$ cat src/rtl/uart_pkg.sv
// Shared UART definitions: receiver FSM states, oversampling constants and the
// baud divisor helper used by both the receiver and the transmitter.
package uart_pkg;

  typedef enum logic [2:0] {
    ST_IDLE  = 3'd0,
    ST_START = 3'd1,
    ST_DATA  = 3'd2,
    ST_STOP  = 3'd3,
    ST_BREAK = 3'd4
  } state_t;

  localparam int unsigned OVERSAMPLE = 16;
  localparam int unsigned MID        = 8;

  // Clocks per oversample tick, rounded to nearest, never below 1.
  function automatic int unsigned baud_div(input int unsigned clk_hz, input int unsigned baud);
    int unsigned div;
    div = (clk_hz + (baud * OVERSAMPLE) / 2) / (baud * OVERSAMPLE);
    return (div == 32'd0) ? 32'd1 : div;
  endfunction

endpackage

$ cat src/rtl/sync_fifo.sv
// Show-ahead synchronous FIFO with a registered head byte, count, full and empty.
module sync_fifo #(
  parameter int unsigned WIDTH = 8,
  parameter int unsigned DEPTH = 16
) (
  input  logic                     clk,
  input  logic                     rst_n,
  input  logic                     push,
  input  logic [WIDTH-1:0]         push_data,
  input  logic                     pop,
  output logic [WIDTH-1:0]         data,
  output logic                     empty,
  output logic                     full,
  output logic [$clog2(DEPTH):0]   count
);

  localparam int unsigned PTR_W = $clog2(DEPTH);
  localparam int unsigned CNT_W = PTR_W + 1;

  logic [WIDTH-1:0] mem [DEPTH];
  logic [PTR_W-1:0] wr_ptr;
  logic [PTR_W-1:0] rd_ptr;

  logic             pop_ok_c;
  logic             push_ok_c;
  logic [CNT_W-1:0] count_nxt_c;
  logic [PTR_W-1:0] rd_nxt_c;
  logic [WIDTH-1:0] head_nxt_c;

  // A push while full is accepted only when a pop frees the slot in the same cycle.
  always_comb begin
    pop_ok_c    = pop && (count != CNT_W'(0));
    push_ok_c   = push && ((count != CNT_W'(DEPTH)) || pop_ok_c);
    count_nxt_c = count + CNT_W'(push_ok_c) - CNT_W'(pop_ok_c);
    rd_nxt_c    = rd_ptr + PTR_W'(pop_ok_c);
    head_nxt_c  = data;
    if (push_ok_c && ((count == CNT_W'(0)) || (pop_ok_c && (count == CNT_W'(1))))) begin
      head_nxt_c = push_data;
    end else if (pop_ok_c) begin
      head_nxt_c = mem[rd_nxt_c];
    end
  end

  always_ff @(posedge clk) begin
    if (push_ok_c) begin
      mem[wr_ptr] <= push_data;
    end
  end

  always_ff @(posedge clk or negedge rst_n) begin
    if (!rst_n) begin
      wr_ptr <= '0;
      rd_ptr <= '0;
      count  <= '0;
      data   <= '0;
      empty  <= 1'b1;
      full   <= 1'b0;
    end else begin
      wr_ptr <= wr_ptr + PTR_W'(push_ok_c);
      rd_ptr <= rd_nxt_c;
      count  <= count_nxt_c;
      data   <= head_nxt_c;
      empty  <= (count_nxt_c == CNT_W'(0));
      full   <= (count_nxt_c == CNT_W'(DEPTH));
    end
  end

endmodule

$ cat src/rtl/uart_rx_fifo.sv
// 8N1 UART receiver with 16x oversampling, 3-sample majority vote and a
// show-ahead receive FIFO with sticky framing and overrun flags.
module uart_rx_fifo
  import uart_pkg::*;
#(
  parameter int unsigned CLK_HZ     = 80_000_000,
  parameter int unsigned BAUD       = 9600,
  parameter int unsigned FIFO_DEPTH = 16
) (
  input  logic                        iCLK,
  input  logic                        iRESETn,
  input  logic                        iRX,
  output logic [7:0]                  oDATA,
  input  logic                        iREAD,
  output logic                        oEMPTY,
  output logic                        oFULL,
  output logic [$clog2(FIFO_DEPTH):0] oCOUNT,
  output logic                        oFRAME_ERR,
  output logic                        oOVERRUN,
  input  logic                        iCLR_ERR
);

  localparam int unsigned DIV   = baud_div(CLK_HZ, BAUD);
  localparam int unsigned DIV_W = (DIV > 1) ? $clog2(DIV) : 1;

  state_t           state;
  logic             rx_meta;
  logic             rx_sync;
  logic             rx_prev;
  logic [DIV_W-1:0] div_cnt;
  logic [3:0]       sample_cnt;
  logic             s7;
  logic             s8;
  logic [2:0]       bit_idx;
  logic [7:0]       shift;

  logic tick_c;
  logic decide_c;
  logic vote_c;
  logic fall_c;
  logic push_c;
  logic pop_c;
  logic frame_set_c;
  logic overrun_set_c;

  // Decision uses the two stored samples plus the live sample 9.
  always_comb begin
    tick_c        = (state != ST_IDLE) && (div_cnt == DIV_W'(DIV - 1));
    decide_c      = tick_c && (sample_cnt == 4'(MID + 1));
    vote_c        = (s7 & s8) | (s7 & rx_sync) | (s8 & rx_sync);
    fall_c        = rx_prev & ~rx_sync;
    push_c        = (state == ST_STOP) && decide_c && vote_c;
    frame_set_c   = (state == ST_STOP) && decide_c && !vote_c;
    pop_c         = iREAD && !oEMPTY;
    overrun_set_c = push_c && oFULL && !pop_c;
  end

  always_ff @(posedge iCLK or negedge iRESETn) begin
    if (!iRESETn) begin
      rx_meta <= 1'b1;
      rx_sync <= 1'b1;
      rx_prev <= 1'b1;
    end else begin
      rx_meta <= iRX;
      rx_sync <= rx_meta;
      rx_prev <= rx_sync;
    end
  end

  // Tick and sample counters sit at zero in IDLE so sampling phase follows the start edge.
  always_ff @(posedge iCLK or negedge iRESETn) begin
    if (!iRESETn) begin
      state      <= ST_IDLE;
      div_cnt    <= '0;
      sample_cnt <= '0;
      s7         <= 1'b1;
      s8         <= 1'b1;
      bit_idx    <= '0;
      shift      <= '0;
    end else begin
      if (state == ST_IDLE || tick_c) begin
        div_cnt <= '0;
      end else begin
        div_cnt <= div_cnt + DIV_W'(1);
      end

      if (state == ST_IDLE) begin
        sample_cnt <= '0;
      end else if (tick_c) begin
        sample_cnt <= sample_cnt + 4'd1;
        if (sample_cnt == 4'(MID - 1)) s7 <= rx_sync;
        if (sample_cnt == 4'(MID))     s8 <= rx_sync;
      end

      // Sample counter free-runs across bits, so each state's next decision is one bit later.
      case (state)
        ST_IDLE: begin
          bit_idx <= '0;
          if (fall_c) state <= ST_START;
        end
        ST_START: begin
          if (decide_c) state <= vote_c ? ST_IDLE : ST_DATA;
        end
        ST_DATA: begin
          if (decide_c) begin
            shift <= {vote_c, shift[7:1]};
            if (bit_idx == 3'd7) state <= ST_STOP;
            else                 bit_idx <= bit_idx + 3'd1;
          end
        end
        ST_STOP: begin
          if (decide_c) state <= vote_c ? ST_IDLE : ST_BREAK;
        end
        ST_BREAK: begin
          if (rx_sync) state <= ST_IDLE;
        end
        default: state <= ST_IDLE;
      endcase
    end
  end

  // Sticky flags; a new event in the clearing cycle keeps the flag set.
  always_ff @(posedge iCLK or negedge iRESETn) begin
    if (!iRESETn) begin
      oFRAME_ERR <= 1'b0;
      oOVERRUN   <= 1'b0;
    end else begin
      oFRAME_ERR <= frame_set_c | (oFRAME_ERR & ~iCLR_ERR);
      oOVERRUN   <= overrun_set_c | (oOVERRUN & ~iCLR_ERR);
    end
  end

  sync_fifo #(
    .WIDTH (8),
    .DEPTH (FIFO_DEPTH)
  ) u_fifo (
    .clk       (iCLK),
    .rst_n     (iRESETn),
    .push      (push_c),
    .push_data (shift),
    .pop       (iREAD),
    .data      (oDATA),
    .empty     (oEMPTY),
    .full      (oFULL),
    .count     (oCOUNT)
  );

endmodule

$ cat config.mk
export PLATFORM = sky130hd
export DESIGN_NAME = uart_rx_fifo
export DESIGN_NICKNAME = d
export VERILOG_FILES = /design/src/rtl/uart_pkg.sv /design/src/rtl/sync_fifo.sv /design/src/rtl/uart_rx_fifo.sv
export SDC_FILE = /design/constraint.sdc
export NUM_CORES = 1
export LEC_CHECK = 0
export ABC_AREA = 1
export CAP_MARGIN = 30
export CORE_ASPECT_RATIO = 0.6
export CORE_UTILIZATION = 35
export CTS_CLUSTER_SIZE = 12
export DETAILED_ROUTE_END_ITERATION = 8
export PLACE_DENSITY = 0.61
export SLEW_MARGIN = 20
export SYNTH_ARGS = -nofsm -noshare
export SYNTH_HDL_FRONTEND = slang
export SYNTH_SLANG_ARGS = --single-unit
$ cat constraint.sdc
create_clock -name iCLK -period 2.78 [get_ports iCLK]
set_clock_uncertainty 0.05 [all_clocks]
set_input_delay 0.695 -clock iCLK [delete_from_list [all_inputs] [get_ports iCLK]]
set_output_delay 0.695 -clock iCLK [all_outputs]
set_load 0.05 [all_outputs]
-- After elaboration in Yosys (flattened, before gate mapping)
Memories as Yosys holds them, arrays and structs flattened.
Index checks and enable logic that the tools add are counted.
W data, S select, Z words.
- word-level logic and storage cells: 108
- register bits: 58
- input bits: 5
- memories: 1
- RAM bits: 128
- memory list (name ; words ; width ; read ports ; clocked after memory_dff ; write ports ; RTL line ; text):
    u_fifo.mem ; 16 ; 8 ; 1 ; 0 ; 1 ; sync_fifo.sv:20 ; logic [WIDTH-1:0] mem [DEPTH];
- bitwise logic cells: 13
- $add $sub $neg: 7
- muxes and demuxes: 19
- reduce and logical (&&, ||, !) cells: 31
- equal/unequal tests: 19
- operator list (kind ; number):
    $mux W3 ; 9
    $mux W8 ; 2
    $pmux W3 S5 ; 1
    $ne A2 B2 Y1 const B ; 7
    $logic_and A1 B1 Y1 ; 12
    $add A10 B1 Y10 const B ; 1
    $eq A10 B10 Y1 const B ; 1
    $logic_not A5 Y1 ; 2
    $mux W10 ; 1
    $reduce_and A3 Y1 ; 3
    $add A4 B1 Y4 ; 2
    $eq A4 B4 Y1 const B ; 2
    $mux W4 ; 2
    $and A1 B1 Y1 ; 6
    $eq A3 B2 Y1 const B ; 2
    $eq A3 B3 Y1 const B ; 2
    $pmux W3 S2 ; 1
    $reduce_and A6 Y1 ; 1
    $reduce_bool A2 Y1 ; 3
    $add A5 B1 Y5 ; 1
    $eq A5 B1 Y1 const B ; 1
    $eq A5 B5 Y1 const B ; 1
    $ne A5 B5 Y1 const B ; 1
    $reduce_bool A5 Y1 ; 1
    14 further kinds ; 24

-- Depth between registers and ports, before layout
- depth in word-level cells: 9
- depth in mapped cells: 22
- mapped depth without buffers: 20

-- Cells and area by module
Synthesis repeated with hierarchy kept, for this count alone.
- cell total of the unflattened synthesis: 883
- area, all modules: 8698.3 um2
- modules (own cells, without submodules) (module ; sequential area each (um2) ; cells each ; area each (um2) ; times used):
    sync_fifo ; 4420.5 ; 655 ; 6767.7 ; 1
    uart_rx_fifo ; 882.1 ; 228 ; 1930.6 ; 1

-- Worst setup path before layout
OpenSTA, ideal clock, no wires.
- kind: register to register
- from: register u_fifo.count[3]
- to: register u_fifo.data[3]
- required time: 2.612 ns
- path buffers: 2
- data arrival time: 3.029 ns
- library setup time: 0.118 ns
- slack: -0.417 ns
- cell stages (with the launch flop): 23
- cell sequence: dfrtp_1 -> inv_1 -> ha_1 -> inv_1 -> nor2_1 -> nand2_1 -> nor2_1 -> inv_1 -> nand2_1 -> inv_1 -> ha_1 -> ha_1 -> buf_2 -> clkbuf_1 -> nor2_1 -> o21ai_0 -> o211ai_1 -> nand3_1 -> nand2_1 -> nand2_1 -> nand2_1 -> nand2_1 -> nand2_1
- longest elaborated chain between the ends: 6
- elaborated cells between the ends (all ways): 15
- those cells by class: add/sub: 1; eq/ne: 2; mux: 2; reduce/logical: 9; memory: 1
- ends and longest elaborated chain (element ; RTL line ; text):
    from (decl) ; sync_fifo.sv:14 ; output logic [$clog2(DEPTH):0] count
    from (signal assigned) ; sync_fifo.sv:61 ; count <= count_nxt_c;
    $reduce_bool A5 Y1 ; sync_fifo.sv:32 ; pop_ok_c = pop && (count != CNT_W'(0));
    $logic_and A1 B1 Y1 ; sync_fifo.sv:32 ;
    $add A4 B1 Y4 ; sync_fifo.sv:35 ; rd_nxt_c = rd_ptr + PTR_W'(pop_ok_c);
    named net u_fifo.rd_nxt_c[1] ; sync_fifo.sv:27 ; logic [PTR_W-1:0] rd_nxt_c;
    $mem_v2 Z16 W8 ; n/a ;
    $mux W8 ; sync_fifo.sv:39 ; end else if (pop_ok_c) begin
    $mux W8 ; sync_fifo.sv:37 ; if (push_ok_c && ((count == CNT_W'(0)) || (pop_ok_c && (count == CNT_W'(1))))) begin
    to (signal assigned) ; sync_fifo.sv:62 ; data <= head_nxt_c;
    to (decl) ; sync_fifo.sv:11 ; output logic [WIDTH-1:0] data,
The timed path passes the listed nets, and every way through them passes these cells. The select of a mux whose other input is x is not followed.
A chain may end at the register's enable or synchronous reset.

-- Worst setup path in the final report
- from: register u_fifo.count[3]
- to: register u_fifo.data[1]
Same word-level chain as after synthesis.

==> reports/qor.txt <==
Static Leak: 4.30 nW
Area growth from synthesis to layout: 25.3%
Clk sinks: 186
Via-to-Cell Ratio: 4.98
Clock root buffer: clkbuf_16
N_diodes: 0
Core Region: 0.0224 sq mm
RR Startpoint: u_fifo.count[3]$_DFF_PN0_
Cell taking the most area after synthesis: edfxtp_1
Total Negative Setup Slacks: -282 ps
Failing checks: negative setup slack
GR Overflow Total: 0
Clock transition at path regs: 80 ps
Port buffer count: 21
Pwr Density: 1130 mW/mm^2
Tmin final: 2850 ps
Top-area cell type share of the netlist area: 0.474
EDFF count, synth: 128
Final GP Congestion: 0.845
Largest net degree at the start of global routing: 30
Longest Clk Path Bufs: 2
Vias in the first global route: 5411
TritonCTS Buffers: 17
Startpoint types: flip-flop
CTS tree: yes
Finish-stage setup viols: 7
Main combinational cell family by area after synthesis: simple AND/OR/NAND/NOR gates
Most common cell in the netlist: nor2_1
Share of layout cells above drive strength 1: 0.233
I/O pins: 22
Area of the mapped netlist: 0.00812 sq mm
Post-Synth Adder-Cell Area: 0.0287
Die width: 199 microns
Status: finished, violations left
Sequential area share after synthesis: 0.653
Vias: 5676
Place WS: -295 ps
Post-DRT Antenna Nets: 0
Synth cell count leaders: 136 x nor2_1, 128 x edfxtp_1, 74 x nand2_1, 74 x o21ai_0, 52 x dfrtp_1
WL final: 21000 microns
Yosys warnings: 0
Drt pass-1 iters: 5
Synth Area in Simple Gates: 0.169
Mux cell area share after synthesis: 0.00971
Cell count after synthesis: 713
Synth Register Bits: 186
Post-Syn Nets: 736
FILL cells: 2037
PnR worst setup slack: -68.0 ps
Fin util: 0.454
Worst-Margin Slew: 861 ps
RSZ-0062 raised after global routing: yes
Max transition margin: 0.426
Total power: 11.5 mW
Final std cells w/o fill: 1139
Mean area per synthesized cell: 11.4 sq um
Achievable Freq: 0.351 GHz
Worst min path class: input pin to asynchronous set/reset pin
Final Cell Area: 0.0102 sq mm
Max cap viols: 0
Post-DR wirelength/cell: 18.5 microns
Ranking of synthesized cells by area: edfxtp_1 47%, dfrtp_1 16%, nor2_1 6.3%
Final hold violations: 0
Synth Area in Compound Gates: 0.0893
RR Endpoint: u_fifo.data[1]$_DFFE_PN0P_
H-tree depth: 4
Final hold slack: 131 ps
Drt drc: 0
Starting DRT DRC Count: 473
DP Wirelength: 13700 microns
Setup CP Type: flip-flop to flip-flop
Setup crit end kind: flip-flop
CP Data Required Time: 3110 ps
Cell Rows: 42
Flop2flop setup slack: -70 ps
Die ar.: 0.0238 sq mm
Dominant synthesized flop cell: edfxtp_1
Worst r2r path cells: 21
Initial Util: 0.363
Worst IR Drop VDD: 0.000714 V
First-pass GRT wire length: 32200 microns
Die Span Y: 120 microns
Period utilisation layout: 1.02
Antenna violations before repair: 0
DP Area: 0.00919 sq mm
Critical path data arrival time: 3180 ps
Placed cells: 1081
XOR/XNOR share of the synthesized area: 0.0116
Ys async rst share: 0.312
Post-synth cell types: 42
Total track usage: 0.186
Nets: 841
Max-slew violations: 0
CP Max Fanout: 6
Worst skew pair latency: 440 ps
[metal layers]
metal  GRT usage  share of wire  up-vias
met5           0              0        -
met4      0.0438         0.0073        0
li1            -              -     2711
met3      0.0497          0.092       11
met2       0.234           0.39      189
met1       0.304           0.51     2765
[where the power goes]
part / switching, mW / internal [mW] / leakage, nW
Combinational: 3.28 / 2.44 / 1.78
Clock: 1.19 / 1.29 / 0.291
Sequential: 0.171 / 3.14 / 2.23
Total: 4.63 / 6.87 / 4.30
[cell usage in the layout, fill, tap and decap left out, types with 13 or more instances in the layout]
cell | synthesis | final
clkbuf_16 | 0 | 17
edfxtp_1 | 128 | 128
buf_4 | 2 | 73
clkdlybuf4s50_1 | 0 | 20
dfrtp_1 | 52 | 50
nand3_1 | 37 | 35
nor2_1 | 136 | 131
nand4_1 | 13 | 13
inv_1 | 49 | 41
nand2_1 | 74 | 73
o21ai_0 | 74 | 54
o211ai_1 | 33 | 33
o21ai_1 | 1 | 17
[critical path: stages, from the launching register on]
cell and delay [ps]:
dfrtp_2 410, inv_2 80, ha_4 140, inv_2 30, nor2_2 90, nand2_1 90, nor2_2 150, inv_2 60
nand2_4 80, inv_4 40, ha_4 160, ha_4 330, buf_12 130, buf_12 110, o21ai_2 50, o211ai_1 320
nand3_1 140, nand2_1 110, nand2_1 60, nand2_1 60, nand2_1 50, nand2_1 50
[final cells by class]
cell class / count / area [sq um] / share of cell area
Clock inverter: 15 / 180 / 0.0177
Tap cell: 308 / 385 / 0.0379
Sequential cell: 186 / 5310 / 0.521
Clock buffer: 17 / 425 / 0.0418
Timing Repair Buffer: 109 / 1040 / 0.102
Inverter: 53 / 204 / 0.0200
Multi-Input combinational cell: 451 / 2640 / 0.259
[what timing repair did]
action	CTS	global route
gates resized for setup	24	31
gates cloned	2	0
pin swaps	16	30
buffers inserted	12	13
hold buffers	0	0
endpoints found under the setup margin	12	11
[sequential cells by signal, indices dropped and copies added (netlist names), 4 cells and up]
register,count
shift,8
u_fifo.rd_ptr,4
u_fifo.count,5
sample_cnt,4
u_fifo.mem,128
u_fifo.wr_ptr,4
u_fifo.data,8
div_cnt,10
[worst max path at each step]
stage	start	endpoint	slack, ps	cells past startpoint
after floorplan	u_fifo.count[2]$_DFF_PN0_	u_fifo.data[3]$_DFFE_PN0P_	20	21
after global placement	iREAD	u_fifo.data[7]$_DFFE_PN0P_	-250	14
after detailed placement	iREAD	u_fifo.data[7]$_DFFE_PN0P_	-290	14
after CTS	u_fifo.count[2]$_DFF_PN0_	u_fifo.data[3]$_DFFE_PN0P_	-10	20
after global routing	u_fifo.count[3]$_DFF_PN0_	u_fifo.data[1]$_DFFE_PN0P_	-220	21
final	u_fifo.count[3]$_DFF_PN0_	u_fifo.data[1]$_DFFE_PN0P_	-70	21
[cells by family after synthesis]
family | after synthesis
AND/OR/NAND/NOR | 292
flip-flops | 186
AO/OA/AOI/OAI | 125
buffers and inverters | 76
adder cells (fa/ha/maj) | 18
XOR/XNOR | 9
multiplexers | 7
Note: power is estimated with default switching activity, not from simulation.
